===== config.mk =====
export PLATFORM = sky130hd
export DESIGN_NAME = mem_wb_stage_reg
export DESIGN_NICKNAME = d
export VERILOG_FILES = /design/src/rtl/mips_pipe_pkg.sv /design/src/rtl/mem_wb_stage_reg_align.sv /design/src/rtl/mem_wb_stage_reg.sv
export SDC_FILE = /design/constraint.sdc
export NUM_CORES = 1
export LEC_CHECK = 0
export CAP_MARGIN = 20
export CORE_MARGIN = 2
export CORE_UTILIZATION = 50
export DETAILED_ROUTE_END_ITERATION = 8
export PLACE_DENSITY = 0.82
export SYNTH_ARGS = -nofsm -noshare
export SYNTH_HDL_FRONTEND = slang
export SYNTH_HIERARCHICAL = 1
export SYNTH_SLANG_ARGS = --single-unit

===== constraint.sdc =====
create_clock -name clk -period 4.55 [get_ports clk]
set_clock_uncertainty 0.05 [all_clocks]
set_input_delay 1.365 -clock clk [delete_from_list [all_inputs] [get_ports clk]]
set_output_delay 1.365 -clock clk [all_outputs]
set_load 0.005 [all_outputs]

===== src/rtl/mips_pipe_pkg.sv =====
// ---------------------------------------------------------------------------
// mips_pipe_pkg
// Shared constants for the pipelined MIPS core write-back path.
//   LS_*          : load-size encodings carried on LoadSizeM / LoadSizeW
//   DATA_W_DEF    : default datapath width
//   REGA_W_DEF    : default register-file address width
// ---------------------------------------------------------------------------
package mips_pipe_pkg;

    localparam logic [1:0] LS_WORD = 2'b00;
    localparam logic [1:0] LS_HALF = 2'b01;
    localparam logic [1:0] LS_BYTE = 2'b10;

    localparam int DATA_W_DEF = 32;
    localparam int REGA_W_DEF = 5;

endpackage : mips_pipe_pkg


===== src/rtl/mem_wb_stage_reg_align.sv =====
// ---------------------------------------------------------------------------
// wb_load_align
// Purely combinational load aligner: selects the addressed byte/half lane of a
// raw little-endian memory word and zero- or sign-extends it.
//   data_i   in  DATA_W  raw memory word
//   off_i    in  2       byte offset within the word
//   size_i   in  2       load size (LS_WORD / LS_HALF / LS_BYTE)
//   signed_i in  1       sign-extend sub-word loads
//   data_o   out DATA_W  aligned, extended result
// ---------------------------------------------------------------------------
module wb_load_align
    import mips_pipe_pkg::*;
#(
    parameter int DATA_W = DATA_W_DEF
) (
    input  logic [DATA_W-1:0] data_i,
    input  logic [1:0]        off_i,
    input  logic [1:0]        size_i,
    input  logic              signed_i,
    output logic [DATA_W-1:0] data_o
);

    logic [15:0] half_s;
    logic [7:0]  byte_s;
    logic        half_sign_s;
    logic        byte_sign_s;

    // Lane selection and extension; off_i[0] is ignored for halfwords
    always_comb begin
        half_s      = data_i[{off_i[1], 4'b0000} +: 16];
        byte_s      = data_i[{off_i, 3'b000} +: 8];
        half_sign_s = signed_i & half_s[15];
        byte_sign_s = signed_i & byte_s[7];
        case (size_i)
            LS_HALF: data_o = {{(DATA_W-16){half_sign_s}}, half_s};
            LS_BYTE: data_o = {{(DATA_W-8){byte_sign_s}}, byte_s};
            // LS_WORD and the reserved encoding both pass the word through
            default: data_o = data_i;
        endcase
    end

endmodule : wb_load_align


===== src/rtl/mem_wb_stage_reg.sv =====
// ---------------------------------------------------------------------------
// mem_wb_stage_reg
// MEM/WB pipeline register: one-cycle capture of MEM-stage control and data
// with stall hold, flush-to-bubble, valid tracking, load alignment and a
// retired-instruction counter.
//   clk, rst_n          clock, asynchronous active-low reset
//   StallW, FlushW      hold / bubble controls (flush wins)
//   ValidM .. WriteRegM MEM-stage control and data
//   ValidW              W stage holds a real instruction
//   RegWriteW           qualified register-file write enable ($0 never written)
//   WriteRegW           destination register
//   ResultW             write-back data, decoded from W registers only
//   RetireCnt           retired-instruction count (wraps)
// ---------------------------------------------------------------------------
module mem_wb_stage_reg
    import mips_pipe_pkg::*;
#(
    parameter int DATA_W = DATA_W_DEF,
    parameter int REGA_W = REGA_W_DEF,
    parameter int CNT_W  = 32
) (
    input  logic              clk,
    input  logic              rst_n,
    input  logic              StallW,
    input  logic              FlushW,
    input  logic              ValidM,
    input  logic              RegWriteM,
    input  logic              MemtoRegM,
    input  logic [1:0]        LoadSizeM,
    input  logic              LoadSignedM,
    input  logic [DATA_W-1:0] ALUResultM,
    input  logic [DATA_W-1:0] DMReadDataM,
    input  logic [REGA_W-1:0] WriteRegM,
    output logic              ValidW,
    output logic              RegWriteW,
    output logic [REGA_W-1:0] WriteRegW,
    output logic [DATA_W-1:0] ResultW,
    output logic [CNT_W-1:0]  RetireCnt
);

    logic              valid_q,      valid_d;
    logic              regwrite_q,   regwrite_d;
    logic              memtoreg_q,   memtoreg_d;
    logic [1:0]        loadsize_q,   loadsize_d;
    logic              loadsigned_q, loadsigned_d;
    logic [DATA_W-1:0] aluresult_q,  aluresult_d;
    logic [DATA_W-1:0] dmread_q,     dmread_d;
    logic [REGA_W-1:0] writereg_q,   writereg_d;
    logic [CNT_W-1:0]  retire_cnt_q, retire_cnt_d;
    logic [DATA_W-1:0] load_data_s;

    // Next-state for the W register bank: flush > stall > capture
    always_comb begin
        if (FlushW) begin
            // Data fields are cleared too so a bubble is fully deterministic
            valid_d      = 1'b0;
            regwrite_d   = 1'b0;
            memtoreg_d   = 1'b0;
            loadsize_d   = LS_WORD;
            loadsigned_d = 1'b0;
            aluresult_d  = '0;
            dmread_d     = '0;
            writereg_d   = '0;
        end else if (StallW) begin
            valid_d      = valid_q;
            regwrite_d   = regwrite_q;
            memtoreg_d   = memtoreg_q;
            loadsize_d   = loadsize_q;
            loadsigned_d = loadsigned_q;
            aluresult_d  = aluresult_q;
            dmread_d     = dmread_q;
            writereg_d   = writereg_q;
        end else begin
            valid_d      = ValidM;
            regwrite_d   = RegWriteM;
            memtoreg_d   = MemtoRegM;
            loadsize_d   = LoadSizeM;
            loadsigned_d = LoadSignedM;
            aluresult_d  = ALUResultM;
            dmread_d     = DMReadDataM;
            writereg_d   = WriteRegM;
        end
    end

    // Retire count: the outgoing W instruction completes on any unstalled
    // edge, including a flush edge, since flush only kills the incoming slot
    always_comb begin
        if (valid_q && !StallW) begin
            retire_cnt_d = retire_cnt_q + CNT_W'(1);
        end else begin
            retire_cnt_d = retire_cnt_q;
        end
    end

    // W register bank
    always_ff @(posedge clk or negedge rst_n) begin
        if (!rst_n) begin
            valid_q      <= 1'b0;
            regwrite_q   <= 1'b0;
            memtoreg_q   <= 1'b0;
            loadsize_q   <= LS_WORD;
            loadsigned_q <= 1'b0;
            aluresult_q  <= '0;
            dmread_q     <= '0;
            writereg_q   <= '0;
        end else begin
            valid_q      <= valid_d;
            regwrite_q   <= regwrite_d;
            memtoreg_q   <= memtoreg_d;
            loadsize_q   <= loadsize_d;
            loadsigned_q <= loadsigned_d;
            aluresult_q  <= aluresult_d;
            dmread_q     <= dmread_d;
            writereg_q   <= writereg_d;
        end
    end

    // Retired-instruction counter
    always_ff @(posedge clk or negedge rst_n) begin
        if (!rst_n) begin
            retire_cnt_q <= '0;
        end else begin
            retire_cnt_q <= retire_cnt_d;
        end
    end

    wb_load_align #(
        .DATA_W (DATA_W)
    ) u_align (
        .data_i   (dmread_q),
        .off_i    (aluresult_q[1:0]),
        .size_i   (loadsize_q),
        .signed_i (loadsigned_q),
        .data_o   (load_data_s)
    );

    // Output decode from W registers only (no path from *M inputs)
    always_comb begin
        ValidW    = valid_q;
        RegWriteW = valid_q & regwrite_q & (writereg_q != '0);
        WriteRegW = writereg_q;
        RetireCnt = retire_cnt_q;
        if (memtoreg_q) begin
            ResultW = load_data_s;
        end else begin
            ResultW = aluresult_q;
        end
    end

endmodule : mem_wb_stage_reg

==> summary.txt, run 1 <==
Final Cycle Share -> 0.946
Leakage dissipation -> 3.51 nW
Root Buffer -> clkbuf_8
Area delta synth->final -> 31.7%
Status -> completed
Largest net degree at the start of global routing -> 84
Drt drc -> 0
CTS max path bufs -> 2
Cts hold-fix bufs -> 0
Worst Hold Launch -> RetireCnt[31]$_DFFE_PN0P_
GRT Max-Usage Layer -> met2
Grt met3 use -> 0.0610
Combinational share of power -> 0.202
Gr ovfl total -> 0
Sequential area share after synthesis -> 0.486
Via/cell ratio -> 5.56
GR Layer Usage met2 -> 0.399
Worst Hold Depth -> 1
Seq pwr share -> 0.525
Height of the chip -> 109 um
Routed Antenna Nets -> 0
Post-synth net total -> 578
Crit path time final -> 4.31 ns
Pwr Density -> 278 nW/um2
CP max stage cell -> clkdlybuf4s50_1
Synth top area cells -> dfrtp_1, mux2i_1, mux2_2
Netlist cell types -> 40
Worst-Skew Late Latency -> 0.37 ns
Synth Flop Type -> dfrtp_1
Worst Setup Path Type -> reg2out
Hold endpoint -> RetireCnt[31]$_DFFE_PN0P_
Post-detail-place hpwl -> 10300 um
Starting Density -> 0.510
Post-CTS Setup Inserts -> 0
FF-to-FF setup slack -> 2.09 ns
CP peak stage delay -> 0.45 ns
Buf/Inv on CP -> 2
Worst Hold Class -> reg2reg
Die area -> 11900 um2
FF+latch area -> 2680 um2
Crit end category -> output port
Max cap viols -> 0
Crit Reg-Reg Startpoint -> ValidW$_DFFE_PN0P_
Worst Path Required -> 3.13 ns
Reg clk slew, reported paths -> 0.11 ns
Fin nets -> 710
Vias after detailed routing -> 4303
Internal power -> 1.45 mW
Grt met1 use -> 0.329
Fillers -> 857
Final Max Slew Viols -> 0
Reg2reg path depth -> 4
Total CTS buffers -> 9
VDD IR max -> 0.000202 V
Setup Slack @ Placement -> 0.713 ns
Synth Cell Area -> 5510 um2
CTS tree -> built
FFs w/ async S/R, synth -> 1.00
Clock sinks -> 107
Layout cell share with drive strength beyond 1 -> 0.117
Net Sw Frac -> 0.282
Design Power -> 2.01 mW
Synth area leader -> dfrtp_1
Slew Limit Headroom -> 0.349
Die width -> 109 um
Delay-heaviest family, CP -> buffers and inverters
Worst Path Arrival -> 2.89 ns
# rows -> 38
Max Clock Freq -> 232 MHz
Number of port buffers -> 149
Vias in the first global route -> 4292
First-pass GRT wire length -> 22400 um
Max FO, Critical Path -> 16
All-Layer GR Usage -> 0.249
CP cell instances -> buf_4, mux2_4, a22oi_4, nand2b_1, a31oi_1, mux2_2, clkdlybuf4s50_1
# IOs -> 150
Htree depth -> 3
First-pass DRT Iterations -> 7
Hold Vio Cnt, Final -> 0
Core area -> 10800 um2
RSZ-0062 raised after global routing -> no
Final core utilization -> 0.672
CTS-repair resized insts -> 0
Worst Setup Start Kind -> flop
Drt total wl -> 14300 um
Wire per inst -> 18.5 um
Antenna violations before repair -> 1
Worst Tran Pin Value -> 0.977 ns
Final setup vio count -> 0
Routability cong. -> 0.883
Setup TNS -> 0 ns
DRT iter0 DRCs -> 259
Yosys warns -> 6
Post-synth top area share -> 0.486
Worst r2r dst -> RetireCnt[31]$_DFFE_PN0P_
Clock power frac -> 0.273
Synth Area per Inst -> 11.1 um2
Post-synth EDFFs -> 0
Synth Instances -> 496
Area of the multi-input gates -> 2630 um2
Switching Power -> 0.567 mW
Setup ws final -> 0.244 ns
Flops & latches, synth -> 107
==> cell families (layout without fill, tap and decap cells) <==
group	after synthesis	in the layout	synth area share
DFF	107	107	0.486
AOI/OAI and AO/OA	51	51	0.0748
xor gates and xnor gates	31	31	0.0493
muxes	117	117	0.224
adders and majority gates	3	3	0.00682
buffers and inverters	43	180	0.0359
other	0	1	0
and+or+nand+nor	144	144	0.123
==> power by group through the flow <==
| stage | combinational, mW | sequential [mW] | clock [mW] |
|---|---|---|---|
| 6_report | 0.406 | 1.06 | 0.550 |
| 5_1_grt | 0.440 | 1.06 | 0.598 |
| 4_1_cts | 0.406 | 1.06 | 0.560 |
| 3_5_place_dp | 0.403 | 1.07 | 0 |
| 3_3_place_gp | 0.394 | 1.07 | 0 |
| 2_1_floorplan | 0.197 | 1.06 | 0 |
==> area by class of cell <==
type	instances	area share
Antenna cell	1	0.000345
Sequential cell	107	0.369
Clock buffer	10	0.0176
Timing Repair Buffer	157	0.215
Inverter	7	0.00362
Multi-Input combinational cell	346	0.363
Clock inverter	6	0.00690
Tap cell	140	0.0242
==> per-layer routing <==
| layer | part of all wire | routed length [um] |
|---|---|---|
| met5 | 0 | 0 |
| met4 | 0.023 | 336 |
| met3 | 0.071 | 1020 |
| met2 | 0.48 | 6890 |
| met1 | 0.42 | 6060 |
==> worst max path at each step <==
stage | startpoint | to | slack (ns) | cells after the start
after detailed placement | aluresult_q[1]$_DFFE_PN0P_ | ResultW[15] | 0.71 | 7
after CTS | aluresult_q[1]$_DFFE_PN0P_ | ResultW[15] | 0.28 | 7
after global routing | aluresult_q[1]$_DFFE_PN0P_ | ResultW[15] | 0.14 | 7
after floorplan | loadsize_q[0]$_DFFE_PN0P_ | ResultW[0] | 1.45 | 8
final | aluresult_q[1]$_DFFE_PN0P_ | ResultW[15] | 0.24 | 7
after global placement | loadsize_q[0]$_DFFE_PN0P_ | ResultW[31] | 0.80 | 8
==> synth_stat cells (4+ instances only) <==
cell type	instances
a32oi_1	7
xnor2_1	12
a21o_1	16
xor2_1	19
o2bb2ai_1	7
a2bb2oi_1	8
mux2_2	40
mux2i_1	75
nor2_1	82
nor4_1	6
nor3_1	8
inv_1	7
nand2_1	15
and4_1	4
dfrtp_1	107
nand4_1	8
a21oi_1	8
clkbuf_1	21
buf_2	7
nand3_1	7
==> through the flow <==
step                      hold WS [ns]  cell area (um2)  instances
after floorplan                  0.415             5510        496
after global placement           0.410             7040        756
after detailed placement         0.428             7040        756
after CTS                        0.446             7220        772
after global routing             0.453             7250        773
final                            0.447             7250        774
==> worst register-to-register path, stage by stage (launching register included) <==
cell	delay, ns
dfrtp_1	0.41
nor2b_1	0.59
nand3_1	0.64
nor4_1	0.51
xor2_1	0.18
==> sequential cells by signal, summed over array words and instances, names as in the netlist <==
register      cells
loadsize_q        2
loadsigned_q      1
aluresult_q      32
WriteRegW         5
RetireCnt        32
regwrite_q        1
ValidW            1
dmread_q         32
memtoreg_q        1
==> placed cells by master (no fill, tap or decap), types with 8 or more instances in the layout <==
cell type | Yosys | routed
nor3_1 | 8 | 8
mux2i_1 | 75 | 75
mux2_2 | 40 | 40
buf_4 | 1 | 9
nand2_1 | 15 | 15
dfrtp_1 | 107 | 107
nor2_1 | 82 | 82
nand4_1 | 8 | 8
clkdlybuf4s50_1 | 0 | 146
xnor2_1 | 12 | 12
a2bb2oi_1 | 8 | 8
xor2_1 | 19 | 19
clkbuf_8 | 0 | 9
a21o_1 | 16 | 16
a21oi_1 | 8 | 8
Note: power is estimated with default switching activity, not from simulation.
==> inputs of run 2 (changes only) <==
- CORE_UTILIZATION: 50 -> 45
- PLACE_DENSITY: 0.82 -> 0.75
==> run 2 against run 1 <==
Cell area is 1.6% higher. Setup slack better by 0.15 ns. First-iteration DRC count increased by 8.9%. Sequential share of layout area fell by 0.56 points. Largest power group unchanged.
==> summary.txt, run 2 (synthesis gave the netlist of run 1 again) <==
Post-CTS Setup Inserts -> 0
# IOs -> 150
Wire per inst -> 19.1 um
Worst Hold Class -> reg2reg
Drt total wl -> 14900 um
Worst Tran Pin Value -> 1.02 ns
CP cell instances -> inv_1, ha_1, and2_1, a22oi_4, nand2b_1, a2bb2oi_1, mux2_2, clkdlybuf4s50_1
GRT Max-Usage Layer -> met2
Cts hold-fix bufs -> 0
Max FO, Critical Path -> 8
Routability cong. -> 0.893
Crit path time final -> 4.15 ns
RSZ-0062 raised after global routing -> no
Die area -> 13100 um2
Number of port buffers -> 149
Final core utilization -> 0.616
Reg clk slew, reported paths -> 0.06 ns
DRT iter0 DRCs -> 282
Final Max Slew Viols -> 0
Gr ovfl total -> 0
Most frequent cells in the layout -> clkdlybuf4s50_1, dfrtp_1, nor2_1
Root Buffer -> clkbuf_16
First-pass DRT Iterations -> 4
Final setup vio count -> 0
CTS tree -> built
Area delta synth->final -> 33.7%
Worst-Skew Late Latency -> 0.35 ns
# rows -> 40
Pwr Density -> 300 nW/um2
Grt met1 use -> 0.341
Status -> completed
Vias in the first global route -> 4418
Drt drc -> 0
First-pass GRT wire length -> 23600 um
VDD IR max -> 0.000201 V
Leakage dissipation -> 3.56 nW
Layout cell share with drive strength beyond 1 -> 0.116
Worst Setup Path Type -> reg2out
Die width -> 115 um
Routed Antenna Nets -> 0
Worst Path Required -> 3.13 ns
N_diodes -> 0
Slew Limit Headroom -> 0.317
Htree depth -> 3
Max cap viols -> 0
Crit end category -> output port
Fin nets -> 710
Final Cycle Share -> 0.913
Worst Path Arrival -> 2.74 ns
Total CTS buffers -> 9
Hold Vio Cnt, Final -> 0
Starting Density -> 0.460
Via/cell ratio -> 5.50
CTS max path bufs -> 2
Most common cell after layout, fill and taps aside -> clkdlybuf4s50_1
CTS-repair resized insts -> 0
GR Layer Usage met2 -> 0.359
All-Layer GR Usage -> 0.235
Clock sinks -> 107
Core area -> 12000 um2
Max Clock Freq -> 241 MHz
Post-detail-place hpwl -> 10600 um
Largest net degree at the start of global routing -> 82
Antenna violations before repair -> 0
CP max stage cell -> clkdlybuf4s50_1
Worst Setup Start Kind -> flop
Setup TNS -> 0 ns
Height of the chip -> 115 um
Grt met3 use -> 0.0471
CP peak stage delay -> 0.50 ns
Vias after detailed routing -> 4286
Design Power -> 2.21 mW
==> run 2: path summary, 6_finish.rpt <==
path / slack [ns] / startpoint / cells after the start / end
hold reg to reg: 0.43 / RetireCnt[31]$_DFFE_PN0P_ / 1 / RetireCnt[31]$_DFFE_PN0P_
hold / removal: 0.43 / RetireCnt[31]$_DFFE_PN0P_ / 1 / RetireCnt[31]$_DFFE_PN0P_
setup reg to reg: 2.23 / ValidW$_DFFE_PN0P_ / 4 / RetireCnt[26]$_DFFE_PN0P_
min in group asynchronous: 0.92 / rst_n / 1 / aluresult_q[5]$_DFFE_PN0P_
max in group asynchronous: 2.65 / rst_n / 3 / RetireCnt[4]$_DFFE_PN0P_
setup / recovery: 0.40 / loadsize_q[0]$_DFFE_PN0P_ / 8 / ResultW[11]
==> run 2: layer usage <==
metal | vias to the layer above | wire length (um)
met5 | - | 0
met4 | 0 | 217
met3 | 20 | 988
met2 | 165 | 6700
met1 | 2097 | 6950
li1 | 2004 | -
==> run 2: cell type report <==
class | instances | area (um2)
clock inverter | 3 | 22.5
fill | 1007 | 4600
inverter | 7 | 26.3
sequential | 107 | 2680
multi-input combinational | 346 | 2630
timing repair buffer | 157 | 1570
tap | 147 | 184
clock buffer | 12 | 256
==> run 2: worst max-delay path, delay by kind of cell, from the launching register on <==
family                     cells  cell delay, ns
muxes                          1            0.21
DFF                            1            0.40
AOI/OAI and AO/OA              2            0.43
adders and majority gates      1            0.15
buffers and inverters          2            0.57
and+or+nand+nor                2            0.63
==> run 2: per-stage QoR <==
step	cells	hold slack (ns)	worst slack (ns)	area, um2
6_report	779	0.425	0.398	7360
3_3_place_gp	763	0.416	0.839	7060
2_1_floorplan	496	0.415	1.45	5510
3_5_place_dp	763	0.420	0.770	7060
4_1_cts	778	0.430	0.398	7340
5_1_grt	779	0.465	0.223	7360
==> run 2: power breakdown <==
group	internal [mW]	leakage [nW]	switching [mW]
sequential	1.00	1.42	0.0611
clock	0.401	0.139	0.343
combinational	0.238	2.00	0.166
total	1.64	3.56	0.570
==> inputs of run 3 (changes only) <==
- CAP_MARGIN: 20 -> default
- CORE_UTILIZATION: 45 -> 25
- PLACE_DENSITY: 0.75 -> 0.47
==> run 3 against run 2 <==
Die area rose by 77%. Via count fell by 0.42%. Non-clock buffer count rose by 1. Setup slack got worse by 0.063 ns. Clock power rose by 0.5%. Sequential share of layout area fell by 0.76 points. Combinational power rose by 1%. Sequential power barely moved. Critical path type unchanged. Critical endpoint is now ResultW[15]. Largest cell class unchanged. Largest power group unchanged.
==> summary.txt, run 3 (synthesis gave the netlist of run 1 again) <==
Root Buffer -> clkbuf_16
# rows -> 54
Status -> completed
Worst Setup Path Type -> reg2out
DRT iter0 DRCs -> 177
Worst Path Required -> 3.13 ns
Via/cell ratio -> 4.66
Setup TNS -> 0 ns
Worst Hold Launch -> RetireCnt[31]$_DFFE_PN0P_
Routability cong. -> 0.874
Antenna violations before repair -> 1
Post-CTS Setup Inserts -> 0
Crit Reg-Reg Startpoint -> ValidW$_DFFE_PN0P_
Pwr Density -> 295 nW/um2
Htree depth -> 3
FF-to-FF setup slack -> 2.11 ns
Area delta synth->final -> 36.6%
Fillers -> 2194
Number of port buffers -> 149
FF+latch area -> 2680 um2
Crit path time final -> 4.22 ns
Routed Antenna Nets -> 0
Setup ws final -> 0.335 ns
Reg2reg path depth -> 4
Worst Hold Depth -> 1
Clock sinks -> 107
Die area -> 23200 um2
Worst r2r dst -> RetireCnt[26]$_DFFE_PN0P_
Most common cell after layout, fill and taps aside -> clkdlybuf4s50_1
Setup Slack @ Placement -> 0.748 ns
Wire per inst -> 19.1 um
First-pass DRT Iterations -> 4
Max Clock Freq -> 237 MHz
Hold Vio Cnt, Final -> 0
Fin nets -> 711
Total CTS buffers -> 9
Post-detail-place hpwl -> 12600 um
Starting Density -> 0.254
CTS max path bufs -> 2
Worst-Skew Late Latency -> 0.36 ns
Final Cycle Share -> 0.926
Final Max Slew Viols -> 0
Core area -> 21700 um2
Worst Path Arrival -> 2.80 ns
CTS-repair resized insts -> 0
Worst Hold Class -> reg2reg
First-pass GRT wire length -> 27300 um
# IOs -> 150
Cts hold-fix bufs -> 0
Final setup vio count -> 0
Area of the multi-input gates -> 2630 um2
CTS tree -> built
Max cap viols -> 0
Drt total wl -> 17500 um
RSZ-0062 raised after global routing -> no
Worst Setup Start Kind -> flop
Vias in the first global route -> 4524
Leakage dissipation -> 3.54 nW
Crit end category -> output port
Height of the chip -> 152 um
Gr ovfl total -> 0
Die width -> 152 um
Slew Limit Headroom -> 0.307
VDD IR max -> 0.000177 V
Layout cell share with drive strength beyond 1 -> 0.117
Largest net degree at the start of global routing -> 75
Worst Tran Pin Value -> 1.04 ns
Vias after detailed routing -> 4268
Hold endpoint -> RetireCnt[31]$_DFFE_PN0P_
Reg clk slew, reported paths -> 0.08 ns
Drt drc -> 0
Most frequent cells in the layout -> clkdlybuf4s50_1, dfrtp_1, nor2_1
Max FO, Critical Path -> 9
All-Layer GR Usage -> 0.152
[run 3: changes by cell type in the layout (fill, tap and decap cells not counted), sizes merged]
cell | previous run | this run
clkinvlp | 0 | 3
inv | 8 | 7
diode | 0 | 1
buf | 11 | 12
clkbuf | 12 | 11
[run 3: how the worst max path moves through the flow]
stage / to / depth (start not counted) / from
2_1_floorplan: ResultW[0] / 8 / loadsize_q[0]$_DFFE_PN0P_
3_3_place_gp: ResultW[18] / 8 / loadsize_q[0]$_DFFE_PN0P_
3_5_place_dp: ResultW[19] / 8 / loadsize_q[0]$_DFFE_PN0P_
4_1_cts: ResultW[16] / 8 / loadsize_q[0]$_DFFE_PN0P_
5_1_grt: ResultW[20] / 8 / loadsize_q[0]$_DFFE_PN0P_
6_report: ResultW[15] / 6 / aluresult_q[1]$_DFFE_PN0P_
[run 3: stage by stage]
step	hold WS, ns	util	total power, mW	area (um2)	instances
2_1_floorplan	0.415	-	1.26	5510	496
3_3_place_gp	0.406	0.334	1.49	7250	898
3_5_place_dp	0.411	0.334	1.49	7250	898
4_1_cts	0.426	0.347	2.26	7520	914
5_1_grt	0.447	0.347	2.34	7520	914
6_report	0.422	0.347	2.22	7520	915
[run 3: layer usage]
metal	global-route usage	routed length, um	up-vias
li1	-	-	2006
met1	0.205	8040	2131
met2	0.239	8160	119
met3	0.0398	1120	12
met4	0.0463	202	0
met5	0	0	-
[run 3: layout make-up]
| cell class | count | area share |
|---|---|---|
| multi-input combinational | 346 | 0.350 |
| tap | 280 | 0.0466 |
| clock inverter | 5 | 0.00532 |
| timing repair buffer | 158 | 0.208 |
| clock buffer | 11 | 0.0309 |
| antenna | 1 | 0.000333 |
| sequential | 107 | 0.356 |
| inverter | 7 | 0.00349 |
[run 3: power breakdown]
part	internal, mW	total (mW)	leakage [nW]	switching, mW
clock network	0.374	0.748	0.122	0.373
registers	1.00	1.06	1.42	0.0613
logic	0.236	0.407	2.00	0.171
[run 3: worst max-delay path: stages (launching register included)]
cell             delay [ns]
dfrtp_1                0.61
mux2_4                 0.36
a22oi_4                0.21
nand2b_1               0.33
a31oi_1                0.17
mux2_2                 0.32
clkdlybuf4s50_1        0.45
